--- src/rtl/noc_pkg.sv ---
// noc_pkg: shared definitions for the logic processing element on a mesh
// NoC router local port.
//   - flit geometry for the default 64-bit payload / 4-bit address build
//   - flit_t packed flit layout {valid, head, dest, vc, data}
//   - logic_op_e operation select encoding
//   - pe_state_e top-level FSM states
package noc_pkg;

  localparam int NOC_DATA_W     = 64;
  localparam int NOC_DEST_W     = 4;
  localparam int NOC_FLIT_W     = NOC_DATA_W + NOC_DEST_W + 3;
  localparam int FLIT_VALID_POS = NOC_FLIT_W - 1;
  localparam int FLIT_HEAD_POS  = NOC_FLIT_W - 2;
  localparam int FLIT_VC_POS    = NOC_DATA_W;

  typedef struct packed {
    logic                  valid;
    logic                  head;
    logic [NOC_DEST_W-1:0] dest;
    logic                  vc;
    logic [NOC_DATA_W-1:0] data;
  } flit_t;

  typedef enum logic [1:0] {
    OP_AND  = 2'b00,
    OP_OR   = 2'b01,
    OP_XOR  = 2'b10,
    OP_NAND = 2'b11
  } logic_op_e;

  typedef enum logic {
    ST_COLLECT = 1'b0,
    ST_SEND    = 1'b1
  } pe_state_e;

endpackage

--- src/rtl/noc_logic_pe_if.sv ---
// noc_logic_pe_if: local-port bundle between a router and the logic PE.
//   in_flit/in_ready   : operand flits into the PE (ready-only handshake)
//   op_sel             : operation select, sampled when an operand pair completes
//   out_flit/out_valid/out_ready : result flits out of the PE (valid/ready)
//   busy               : PE is emitting results
// Modports: slave = PE side, master = router/driver side.
interface noc_logic_pe_if #(
  parameter int FLIT_W = noc_pkg::NOC_FLIT_W
) ();
  logic [FLIT_W-1:0] in_flit;
  logic              in_ready;
  logic [1:0]        op_sel;
  logic [FLIT_W-1:0] out_flit;
  logic              out_valid;
  logic              out_ready;
  logic              busy;

  modport slave (
    input  in_flit, op_sel, out_ready,
    output in_ready, out_flit, out_valid, busy
  );

  modport master (
    output in_flit, op_sel, out_ready,
    input  in_ready, out_flit, out_valid, busy
  );
endinterface

--- src/rtl/noc_flit_fanout.sv ---
// noc_flit_fanout: emits one result flit per entry of DEST_LIST/VC_LIST.
// Ports:
//   clk, rst       : clock, asynchronous active-high reset
//   start_i        : load the first flit of a new result (start_data_i)
//   result_i       : stored result used for the following flits
//   out_ready_i    : downstream accepts out_flit_o
//   out_flit_o     : registered result flit
//   out_valid_o    : registered valid
//   done_o         : last flit of the list is being handed off this cycle
module noc_flit_fanout #(
  parameter int                         DATA_W    = 64,
  parameter int                         DEST_W    = 4,
  parameter int                         NUM_DEST  = 2,
  parameter logic [NUM_DEST*DEST_W-1:0] DEST_LIST = {4'b0101, 4'b0101},
  parameter logic [NUM_DEST-1:0]        VC_LIST   = 2'b00
) (
  input  logic                     clk,
  input  logic                     rst,
  input  logic                     start_i,
  input  logic [DATA_W-1:0]        start_data_i,
  input  logic [DATA_W-1:0]        result_i,
  input  logic                     out_ready_i,
  output logic [DATA_W+DEST_W+2:0] out_flit_o,
  output logic                     out_valid_o,
  output logic                     done_o
);

  localparam int IDX_W = (NUM_DEST > 1) ? $clog2(NUM_DEST) : 1;

  logic [IDX_W-1:0]         idx_q, idx_d, idx_nxt_s;
  logic [DATA_W+DEST_W+2:0] out_flit_q, out_flit_d;
  logic                     out_valid_q, out_valid_d;
  logic                     fire_s, last_s;

  // Shifts instead of variable part-selects keep the table lookup width-clean
  // for any NUM_DEST.
  function automatic logic [DATA_W+DEST_W+2:0] make_flit_f(
    input logic [IDX_W-1:0]  idx,
    input logic [DATA_W-1:0] data
  );
    logic [DEST_W-1:0] dest;
    logic              vc;
    dest = DEST_W'(DEST_LIST >> (int'(idx) * DEST_W));
    vc   = 1'(VC_LIST >> idx);
    make_flit_f = {1'b1, 1'b1, dest, vc, data};
  endfunction

  assign fire_s    = out_valid_q & out_ready_i;
  assign last_s    = (idx_q == IDX_W'(NUM_DEST - 1));
  assign idx_nxt_s = idx_q + IDX_W'(1);
  assign done_o    = fire_s & last_s;

  // Next-state: load on start, advance the table on each handshake.
  always_comb begin
    idx_d       = idx_q;
    out_flit_d  = out_flit_q;
    out_valid_d = out_valid_q;
    if (start_i) begin
      idx_d       = {IDX_W{1'b0}};
      out_flit_d  = make_flit_f({IDX_W{1'b0}}, start_data_i);
      out_valid_d = 1'b1;
    end else if (fire_s) begin
      if (last_s) begin
        idx_d       = {IDX_W{1'b0}};
        out_valid_d = 1'b0;
      end else begin
        idx_d       = idx_nxt_s;
        out_flit_d  = make_flit_f(idx_nxt_s, result_i);
        out_valid_d = 1'b1;
      end
    end else begin
      out_valid_d = out_valid_q;
    end
  end

  // Output and index registers.
  always_ff @(posedge clk or posedge rst) begin
    if (rst) begin
      idx_q       <= {IDX_W{1'b0}};
      out_flit_q  <= {(DATA_W+DEST_W+3){1'b0}};
      out_valid_q <= 1'b0;
    end else begin
      idx_q       <= idx_d;
      out_flit_q  <= out_flit_d;
      out_valid_q <= out_valid_d;
    end
  end

  assign out_flit_o  = out_flit_q;
  assign out_valid_o = out_valid_q;

endmodule

--- src/rtl/noc_logic_pe.sv ---
// noc_logic_pe: bitwise-logic processing element on a NoC local port.
// Collects operand A (vc=0) and operand B (vc=1) head flits, computes
// AND/OR/XOR/NAND per op_sel when the pair completes, then fans the result
// out as NUM_DEST flits via noc_flit_fanout.
// Ports:
//   clk, rst : clock, asynchronous active-high reset
//   bus      : noc_logic_pe_if.slave (in_flit/in_ready, op_sel,
//              out_flit/out_valid/out_ready, busy)
// Build option: define NOC_LOGIC_PE_CONST_A_EN to fix operand A to CONST_A;
// vc=0 flits are then ignored and every accepted vc=1 flit completes a pair.
module noc_logic_pe
  import noc_pkg::*;
#(
  parameter int                         DATA_W    = NOC_DATA_W,
  parameter int                         DEST_W    = NOC_DEST_W,
  parameter int                         NUM_DEST  = 2,
  parameter logic [NUM_DEST*DEST_W-1:0] DEST_LIST = {4'b0101, 4'b0101},
  parameter logic [NUM_DEST-1:0]        VC_LIST   = 2'b00,
  parameter logic [DATA_W-1:0]          CONST_A   = 64'd6
) (
  input logic           clk,
  input logic           rst,
  noc_logic_pe_if.slave bus
);

  localparam int FLIT_W    = DATA_W + DEST_W + 3;
  localparam int VALID_POS = FLIT_W - 1;
  localparam int HEAD_POS  = FLIT_W - 2;
  localparam int VC_POS    = DATA_W;

  pe_state_e         state_q, state_d;
  logic              flag_a_q, flag_a_d, flag_b_q, flag_b_d;
  logic [DATA_W-1:0] op_a_q, op_a_d, op_b_q, op_b_d, result_q, result_d;
  logic              in_ready_s, accept_s, start_s, done_s, flit_vc_s;
  logic [DATA_W-1:0] flit_data_s;
  logic [FLIT_W-1:0] out_flit_s;
  logic              out_valid_s;
  logic              unused_dest_s;

  function automatic logic [DATA_W-1:0] alu_f(
    input logic [DATA_W-1:0] a,
    input logic [DATA_W-1:0] b,
    input logic_op_e         op
  );
    case (op)
      OP_AND:  alu_f = a & b;
      OP_OR:   alu_f = a | b;
      OP_XOR:  alu_f = a ^ b;
      OP_NAND: alu_f = ~(a & b);
      default: alu_f = a & b;
    endcase
  endfunction

  assign in_ready_s    = (state_q == ST_COLLECT);
  assign flit_vc_s     = bus.in_flit[VC_POS];
  assign flit_data_s   = bus.in_flit[DATA_W-1:0];
  // The incoming destination is this PE's own address; nothing to decode.
  assign unused_dest_s = ^bus.in_flit[VC_POS+DEST_W:VC_POS+1];

`ifdef NOC_LOGIC_PE_CONST_A_EN
  assign accept_s = bus.in_flit[VALID_POS] & bus.in_flit[HEAD_POS] & in_ready_s & flit_vc_s;
`else
  assign accept_s = bus.in_flit[VALID_POS] & bus.in_flit[HEAD_POS] & in_ready_s;
`endif

  // FSM next-state: operand capture, pair completion, return after fan-out.
  always_comb begin
    state_d  = state_q;
    flag_a_d = flag_a_q;
    flag_b_d = flag_b_q;
    op_a_d   = op_a_q;
    op_b_d   = op_b_q;
    result_d = result_q;
    start_s  = 1'b0;
`ifdef NOC_LOGIC_PE_CONST_A_EN
    flag_a_d = 1'b1;
    op_a_d   = CONST_A;
`endif
    case (state_q)
      ST_COLLECT: begin
        if (accept_s) begin
          // A repeat flit to a filled slot just overwrites the operand.
          if (flit_vc_s) begin
            op_b_d   = flit_data_s;
            flag_b_d = 1'b1;
          end else begin
            op_a_d   = flit_data_s;
            flag_a_d = 1'b1;
          end
          // Complete on the accepting edge using the freshly captured operand.
          if (flag_a_d && flag_b_d) begin
            result_d = alu_f(op_a_d, op_b_d, logic_op_e'(bus.op_sel));
            start_s  = 1'b1;
            state_d  = ST_SEND;
          end else begin
            state_d = ST_COLLECT;
          end
        end else begin
          state_d = ST_COLLECT;
        end
      end
      ST_SEND: begin
        if (done_s) begin
          flag_a_d = 1'b0;
          flag_b_d = 1'b0;
          state_d  = ST_COLLECT;
        end else begin
          state_d = ST_SEND;
        end
      end
      default: state_d = ST_COLLECT;
    endcase
  end

  // State, operand and result registers.
  always_ff @(posedge clk or posedge rst) begin
    if (rst) begin
      state_q  <= ST_COLLECT;
      flag_a_q <= 1'b0;
      flag_b_q <= 1'b0;
      op_a_q   <= {DATA_W{1'b0}};
      op_b_q   <= {DATA_W{1'b0}};
      result_q <= {DATA_W{1'b0}};
    end else begin
      state_q  <= state_d;
      flag_a_q <= flag_a_d;
      flag_b_q <= flag_b_d;
      op_a_q   <= op_a_d;
      op_b_q   <= op_b_d;
      result_q <= result_d;
    end
  end

  noc_flit_fanout #(
    .DATA_W   (DATA_W),
    .DEST_W   (DEST_W),
    .NUM_DEST (NUM_DEST),
    .DEST_LIST(DEST_LIST),
    .VC_LIST  (VC_LIST)
  ) u_fanout (
    .clk         (clk),
    .rst         (rst),
    .start_i     (start_s),
    .start_data_i(result_d),
    .result_i    (result_q),
    .out_ready_i (bus.out_ready),
    .out_flit_o  (out_flit_s),
    .out_valid_o (out_valid_s),
    .done_o      (done_s)
  );

  assign bus.in_ready  = in_ready_s;
  assign bus.busy      = (state_q == ST_SEND);
  assign bus.out_flit  = out_flit_s;
  assign bus.out_valid = out_valid_s;

endmodule

--- src/flat_wrapper.sv ---
// flat-port wrapper written by rule: the top's interface ports become plain ports
module noc_logic_pe_flat import noc_pkg::*;
#(
  parameter int                         DATA_W    = NOC_DATA_W,
  parameter int                         DEST_W    = NOC_DEST_W,
  parameter int                         NUM_DEST  = 2,
  parameter logic [NUM_DEST*DEST_W-1:0] DEST_LIST = {4'b0101, 4'b0101},
  parameter logic [NUM_DEST-1:0]        VC_LIST   = 2'b00,
  parameter logic [DATA_W-1:0]          CONST_A   = 64'd6
)
  (clk, rst, bus_in_flit, bus_op_sel, bus_out_ready, bus_in_ready, bus_out_flit, bus_out_valid, bus_busy);
  noc_logic_pe_if bus_i ();
  input logic clk;
  input logic rst;
  input wire logic [$bits(bus_i.in_flit)-1:0] bus_in_flit;
  input wire logic [$bits(bus_i.op_sel)-1:0] bus_op_sel;
  input wire logic [$bits(bus_i.out_ready)-1:0] bus_out_ready;
  output wire logic [$bits(bus_i.in_ready)-1:0] bus_in_ready;
  output wire logic [$bits(bus_i.out_flit)-1:0] bus_out_flit;
  output wire logic [$bits(bus_i.out_valid)-1:0] bus_out_valid;
  output wire logic [$bits(bus_i.busy)-1:0] bus_busy;
  assign bus_i.in_flit = bus_in_flit;
  assign bus_i.op_sel = bus_op_sel;
  assign bus_i.out_ready = bus_out_ready;
  assign bus_in_ready = bus_i.in_ready;
  assign bus_out_flit = bus_i.out_flit;
  assign bus_out_valid = bus_i.out_valid;
  assign bus_busy = bus_i.busy;
  noc_logic_pe #(.DATA_W(DATA_W), .DEST_W(DEST_W), .NUM_DEST(NUM_DEST), .DEST_LIST(DEST_LIST), .VC_LIST(VC_LIST), .CONST_A(CONST_A)) u_core (.clk(clk), .rst(rst), .bus(bus_i));
endmodule
--- config.mk ---
export PLATFORM = sky130hd
export DESIGN_NAME = noc_logic_pe_flat
export DESIGN_NICKNAME = d
export VERILOG_FILES = /design/src/rtl/noc_pkg.sv /design/src/rtl/noc_logic_pe_if.sv /design/src/rtl/noc_flit_fanout.sv /design/src/rtl/noc_logic_pe.sv /design/src/flat_wrapper.sv
export SDC_FILE = /design/constraint.sdc
export NUM_CORES = 1
export LEC_CHECK = 0
export BUFFER_PORTS_ARGS = -buffer_cell sky130_fd_sc_hd__buf_4
export CAP_MARGIN = 20
export CELL_PAD_IN_SITES_DETAIL_PLACEMENT = 0
export CELL_PAD_IN_SITES_GLOBAL_PLACEMENT = 1
export CORE_MARGIN = 10
export CORE_UTILIZATION = 35
export CTS_CLUSTER_SIZE = 28
export DETAILED_ROUTE_END_ITERATION = 12
export HOLD_SLACK_MARGIN = 0.1
export PLACE_DENSITY = 0.59
export SKIP_LAST_GASP = 1
export SYNTH_ARGS = -nofsm -noshare
export SYNTH_HDL_FRONTEND = slang
export SYNTH_SLANG_ARGS = --single-unit
export TNS_END_PERCENT = 100
--- constraint.sdc ---
create_clock -name clk -period 9.75 [get_ports clk]
set_input_delay 0.975 -clock clk [delete_from_list [all_inputs] [get_ports clk]]
set_output_delay 0.975 -clock clk [all_outputs]
set_load 0.02 [all_outputs]
==> run summary, run 1 <==
XOR/XNOR Fraction of Synth Area - 0%
RSZ-0062 raised after global routing - no
Reg clk slew, reported paths - 0.06 ns
fin crit share - 38.46%
PwrDens - 286.3 nW/µm²
Wirelength per Cell - 18.43 µm
largest net degree at the start of global routing - 258
Worst-Margin Slew - 1.114 ns
vias in the first global route - 12.04k
vias per std cell - 5.369
Critical Path AT - 4.09 ns
share of layout cells above drive strength 1 - 12.41%
Top Family by Delay on Critical Path - buffers and inverters
drt pass-1 iters - 4
vias post-DR - 12.40k
cts hold-fix bufs - 0
cells after synthesis - 1,662
most frequent cells in the layout - dfrtp_1 (260), nand2_1 (194), buf_4 (156)
area delta synth->final - 14.65%
setup_tns - 0 ns
die area - 54,000 µm²
final max-slew violation count - 0
initial antenna violation count - 1
fin crit period - 3.749 ns
CTS H-Tree Depth - 2
slew margin rel. - 25.74%
Die Y - 232.4 µm
layout net count - 1,901
Pwr Total - 5.183 mW
hold_ws - 0.4747 ns
Post-Synth Adder-Cell Area - 10.14%
post-synthesis average cell area - 9.499 µm²
post-CTS sizing - 0
Sequential Power Share - 37.0%
DRC Markers - 0
max-cap viol count - 0
DRT antenna net count - 0
Placement Rows - 77
post-CTS setup buffers - 0
power share of the clock group - 24.2%
P_leak - 8.848 nW
GP Congestion - 0.7238
fmax - 0.2667 GHz
Num CTS Buffers - 35
core area - 44,410 µm²
most common cell after layout, fill and taps aside - dfrtp_1
Seq cells post-synth - 262
final wirelength - 42.55 mm
main combinational cell family by area after synthesis - compound AO/OA/AOI/OAI gates
worst path cell trace - clkbuf_8 -> mux2_4 -> and2_4 -> buf_4 -> a31oi_1
Startpoint Class - primary input
Setup Skew - 0.01493 ns
initial core utilization - 35.55%
ys async rst share - 100.0%
gr ovfl total - 0
post-DP HPWL - 24.73 mm
combinational share of power - 38.8%
# setup viols final - 0
CP Buf/Inv Count - 2
Post-Synth Simple-Gate Area - 10.50%
worst-skew pair later-pin latency - 0.53 ns
Crit path largest cell delay - 0.88 ns
Crit-path slowest cell - buf_4
synth warn - 0
Synth Area in Compound Gates - 21.58%
CTS tree - built
fin util - 40.75%
Clock Tree Root - clkbuf_16
sw power - 1.994 mW
I/O Buffers - 142
EDFF count, synth - 0
crit path max fanout - 96
die width - 232.4 µm
HP Class - reg2reg
crit path capture type - register
gr usage total - 15.59%
post-synthesis mux area share - 8.210%
Synth Flop Type - dfrtp_1
Yosys cell types - 28
Hold Fails Final Rpt - 0
Clock Sinks - 262
initial DRC count - 650
first-pass GRT wire length - 68.05 mm
maximum vdd drop - 0.0001497 V
synthesized area - 15,790 µm²
status - finished clean
I/O pins - 150
Pint - 3.188 mW
Max Root-Sink Buffers - 3
CP required - 10.09 ns
WS Path Type - in2reg
sequential share of the synthesized area - 41.53%
sw frac - 38.48%
==> kinds of logic after synthesis <==
logic type,Yosys count
compound gates,518
fa+ha+maj,128
flops,262
buf+inv,294
simple gates,330
mux,129
other cells,1
==> cell type report <==
cell class / count / area [µm²]
clock buffers: 52 / 1052
diodes: 1 / 2.502
clock inverters: 4 / 47.55
inverters: 131 / 499.2
repair buffers: 159 / 1219
multi-input cells: 1108 / 7980
fillers: 4395 / 26310
well taps: 592 / 740.7
flip-flops and latches: 262 / 6559
==> cells in the mapped netlist (2+ instances only) <==
cell type	number	area (µm²)
o21ai_0	128	640.6
nand3b_1	2	15.01
nand2_1	194	728.2
and4b_1	64	640.6
buf_2	51	255.2
buf_1	2	7.510
buf_6	10	112.6
inv_1	131	491.7
ha_1	128	1602
dfrtp_1	262	6556
clkbuf_1	94	352.8
a211o_1	65	569.3
a21oi_1	66	330.3
buf_4	6	45.04
mux2i_1	128	1281
nor2_1	66	247.7
a221oi_1	64	560.5
o211ai_1	64	480.5
a31oi_1	128	800.8
==> power by group through the flow <==
stage | registers [mW] | clock network, mW | logic (mW)
after floorplan | 2.00 | 0 | 1.29
after global routing | 1.98 | 1.35 | 2.29
after global placement | 1.93 | 0 | 2.00
after detailed placement | 1.94 | 0 | 2.05
final | 1.92 | 1.25 | 2.01
after CTS | 1.92 | 1.30 | 2.05
==> state kept, by name (all words and copies together) (netlist names) <==
| register | count |
|---|---|
| u_core.bus.busy | 1 |
| u_core.flag_a_q | 1 |
| u_core.flag_b_q | 1 |
| u_core.op_a_q | 64 |
| u_core.op_b_q | 64 |
| u_core.result_q | 64 |
| u_core.u_fanout.idx_q | 1 |
| u_core.u_fanout.out_flit_o | 65 |
| u_core.u_fanout.out_valid_o | 1 |
==> path summary, 6_finish.rpt <==
check                      slack (ns)                           from  depth (start not counted)                                         end
min                              0.47  u_core.op_b_q[45]$_DFFE_PP0P_                          2               u_core.op_b_q[45]$_DFFE_PP0P_
max in group asynchronous        6.95                            rst                          4     u_core.u_fanout.out_valid_o$_DFFE_PP0N_
max reg2reg                      6.44      u_core.bus.busy$_DFF_PP0_                          5  u_core.u_fanout.out_flit_o[28]$_DFFE_PP0P_
min in group asynchronous        0.51                            rst                          2               u_core.op_a_q[44]$_DFFE_PP0P_
min reg2reg                      0.47  u_core.op_b_q[45]$_DFFE_PP0P_                          2               u_core.op_b_q[45]$_DFFE_PP0P_
max                              6.00                bus_in_flit[64]                          5  u_core.u_fanout.out_flit_o[28]$_DFFE_PP0P_
==> layer usage <==
layer | track usage (%) | wire length, µm | vias up
li1 | - | - | 6080
met1 | 21.10 | 20560 | 6077
met2 | 25.07 | 19500 | 206
met3 | 3.505 | 1965 | 35
met4 | 3.104 | 520 | 0
met5 | 0 | 0 | -
==> metrics by stage <==
stage          setup WS, ns  cell area [µm²]  std cells
2_1_floorplan         1.563            15800       1664
4_1_cts               6.010            18100       2308
3_5_place_dp          5.430            17000       2252
6_report              6.001            18100       2309
5_1_grt               5.805            18100       2308
3_3_place_gp          5.505            17000       2252
==> worst reg2reg max path, cell delays in order, from the launching register on <==
cell     delay [ns]
dfrtp_1        0.47
and3b_4        0.32
buf_4          0.56
and2_4         0.60
buf_4          0.88
a31oi_1        0.30
(Power assumes the default switching activity.)
==> run 2: changes to the inputs <==
ABC_AREA = 1   (was unset)
PLACE_DENSITY = 0.62   (was 0.59)
clock period = 3.6 ns   (was 9.75 ns; I/O delays follow)
==> run 2 against run 1 <==
Via count is 3.4% higher. Highest routed layer is now met5. Sequential power grew to 2.6 times the previous value. Wire length is 3.5% higher. Critical path type is now reg2reg. Synthesized area is 0.23% higher. Clock-buffer cell count is 2 higher. Non-clock buffer count is 8 higher. Setup slack worse by 4.9 ns. Register-to-register slack worse by 5.3 ns. Total power grew to 2.6 times the previous value. Global-route usage is 0.88 points higher. Critical path depth is 2 higher.
==> run summary, run 2 <==
vias per std cell - 4.746 (-12%)
reg2reg setup slack - 1.11 ns (-5.33 ns)
RSZ-0062 raised after global routing - no
Hold Path Origin - bus_in_flit[19]
post-DP HPWL - 25.94 mm (+4.9%)
Wirelength per Cell - 16.30 µm (-12%)
CP required - 4.07 ns (-6.02 ns)
Synth area leaders - dfrtp_1 (41%), nand2_1 (14%), ha_1 (10%)
ys async rst share - 100.0% (unchanged)
synth warn - 0 (unchanged)
commonest cells in the netlist - nand2_1 (582), dfrtp_1 (262), inv_1 (222), o21ai_0 (138), ha_1 (128)
maximum vdd drop - 0.0003501 V (+130%)
Pint - 8.363 mW (+160%)
die area - 54,120 µm² (+0.21%)
synthesized area - 15,820 µm² (+0.23%)
combinational share of power - 36.7% (-2.1 points)
R2R Path End - u_core.u_fanout.out_flit_o[0]$_DFFE_PP0P_
fin crit period - 2.495 ns
first-pass GRT wire length - 70.97 mm (+4.3%)
slew margin rel. - 26.79% (+1.0 points)
final wirelength - 44.05 mm (+3.5%)
PwrDens - 725.2 nW/µm² (+150%)
WS Path Type - reg2reg
Sequential Power Share - 37.7% (+0.7 points)
vias in the first global route - 12.50k (+3.8%)
diode count - 0 (-1)
Synth Flop Type - dfrtp_1
vias post-DR - 12.82k (+3.4%)
Hold Fails Final Rpt - 0 (unchanged)
busiest grt layer - met2
Clock Tree Root - clkbuf_16
Die Y - 232.6 µm (+0.11%)
Max Root-Sink Buffers - 3 (unchanged)
CTS H-Tree Depth - 2 (unchanged)
Setup crit start - u_core.bus.busy$_DFF_PP0_
die width - 232.6 µm (+0.11%)
Setup Skew - 0.01437 ns (-0.0005670 ns)
Critical Path AT - 2.96 ns (-1.13 ns)
HP Class - in2reg
worst reg-to-reg path cell count - 7 (+2)
# setup viols final - 0 (unchanged)
power share of the clock group - 25.7% (+1.5 points)
max-cap viol count - 0 (unchanged)
fmax - 0.4008 GHz
drt pass-1 iters - 5 (+1)
gr ovfl total - 0 (unchanged)
fin crit share - 69.30%
most frequent cell after synthesis - nand2_1
gr usage total - 16.48% (+0.88 points)
P_leak - 9.528 nW (+7.7%)
GR Util met1 - 22.16% (+1.1 points)
DRC Markers - 0 (unchanged)
largest net degree at the start of global routing - 257 (-0.39%)
core area - 44,410 µm² (unchanged)
worst-skew pair later-pin latency - 0.54 ns (about the same)
post-place instance area - 17,150 µm² (+0.89%)
worst hold endpoint - u_core.op_a_q[19]$_DFFE_PP0P_
most common cell after layout, fill and taps aside - nand2_1
most frequent cells in the layout - nand2_1 (582), dfrtp_1 (262), inv_1 (221)
hold path cells - 3 (+1)
sw frac - 36.96% (-1.5 points)
DRT antenna net count - 0 (unchanged)
Yosys cell types - 30 (+7.1%)
status - finished clean
EDFF count, synth - 0 (unchanged)
cells after synthesis - 2,006 (+21%)
Startpoint Class - register
max reg flops - 65 (unchanged)
layout net count - 2,294 (+21%)
Num CTS Buffers - 35 (unchanged)
worst r2r src - u_core.bus.busy$_DFF_PP0_
setup_tns - 0 ns (unchanged)
initial core utilization - 35.63% (+0.082 points)
sw power - 4.903 mW (+150%)
Cells after DPL - 2,641 (+17%)
fin util - 41.19% (+0.43 points)
I/O Buffers - 142 (unchanged)
sequential share of the synthesized area - 41.43% (-0.095 points)
grt met2 use - 26.75% (+1.7 points)
post-CTS setup buffers - 0 (unchanged)
Placement Rows - 77 (unchanged)
Reg clk slew, reported paths - 0.05 ns (about the same)
Layout Cells excl Fill - 2,702 (+17%)
Clock Sinks - 262 (unchanged)
share of layout cells above drive strength 1 - 16.49% (+4.1 points)
Yosys top cell by area - dfrtp_1
post-synthesis average cell area - 7.888 µm² (-17%)
Design Area, Final - 18,290 µm² (+1.1%)
initial antenna violation count - 1 (unchanged)
Worst-Margin Slew - 1.098 ns (-0.01575 ns)
Seq cells post-synth - 262 (unchanged)
final max-slew violation count - 0 (unchanged)
top-area cell type share of the netlist area - 41.43% (-0.095 points)
met3 Use GR - 3.419% (-0.085 points)
I/O pins - 150 (unchanged)
initial DRC count - 798 (+23%)
area delta synth->final - 15.60%
CTS tree - built
GP Congestion - 0.7345 (+1.5%)
crit path max fanout - 48 (-50%)
crit path capture type - register
## run 2: changes by cell type in the layout (fill, tap and decap cells not counted), moves of 64 or more
| cell | change |
|---|---|
| inv_1 | +91 |
| mux2i_1 | -128 |
| a211o_1 | -65 |
| a21oi_1 | -65 |
| a31oi_1 | -128 |
| a221oi_1 | -64 |
| and4b_1 | -64 |
| or2_2 | +85 |
| nand2_1 | +388 |
| nand3_1 | +108 |
## run 2: area by class of cell
| cell class | count | area, µm² |
|---|---|---|
| inverters | 229 | 864.6 |
| multi-input cells | 1395 | 7647 |
| clock buffers | 54 | 1060 |
| flip-flops and latches | 262 | 6556 |
| clock inverters | 3 | 43.79 |
| repair buffers | 167 | 1380 |
| fillers | 4569 | 26120 |
| well taps | 592 | 740.7 |
## run 2: power by group through the flow
stage	Combinational [mW]	Sequential [mW]	Clock [mW]
after detailed placement	4.95	5.03	0
after global placement	4.85	5.00	0
after global routing	5.67	5.17	3.65
after CTS	4.98	5.00	3.52
after floorplan	3.23	5.25	0
final	4.86	5.00	3.41
## run 2: timing repair
item	CTS	global route
hold buffers	4	0
endpoints found under the setup margin	0	0
endpoints found under the hold margin	29	0
resized for setup	0	0
## run 2: how the worst max path moves through the flow
stage	endpoint	slack, ns	cells after the start
2_1_floorplan	u_core.bus.busy$_DFF_PP0_	-0.22	1
3_5_place_dp	u_core.u_fanout.out_flit_o[1]$_DFFE_PP0P_	0.68	10
6_report	u_core.u_fanout.out_flit_o[0]$_DFFE_PP0P_	1.11	7
3_3_place_gp	u_core.u_fanout.out_flit_o[1]$_DFFE_PP0P_	0.71	10
4_1_cts	u_core.u_fanout.out_flit_o[0]$_DFFE_PP0P_	1.0	7
5_1_grt	u_core.u_fanout.out_flit_o[5]$_DFFE_PP0P_	0.87	7
## run 2: routing by layer
metal | routed length, µm | up-vias
met5 | 13 | -
met2 | 20100 | 193
met1 | 21390 | 6126
li1 | - | 6460
met3 | 1888 | 43
met4 | 649 | 2
## run 2: metrics by stage
stage	hold slack, ns	worst slack (ns)	power (mW)
2_1_floorplan	0.4432	-0.2155	8.481
3_3_place_gp	0.4567	0.7070	9.853
3_5_place_dp	0.4603	0.6845	9.986
4_1_cts	0.1105	0.9975	13.50
5_1_grt	0.1208	0.8714	14.49
6_report	0.1301	1.105	13.27
## run 2: logic make-up after synthesis
family	after synthesis	share of synthesized area [%]
simple gates	943	25.71
buf+inv	351	10.40
compound gates	321	12.31
flops	262	41.43
fa+ha+maj	128	10.12
other cells	1	0.02370
## run 2: worst max-delay path: stages (launching register included)
cell,delay [ns]
dfrtp_1,0.41
inv_2,0.14
nand3_4,0.12
nor2_8,0.77
nor2_4,0.07
inv_2,0.63
nand2_1,0.14
nand2_1,0.09
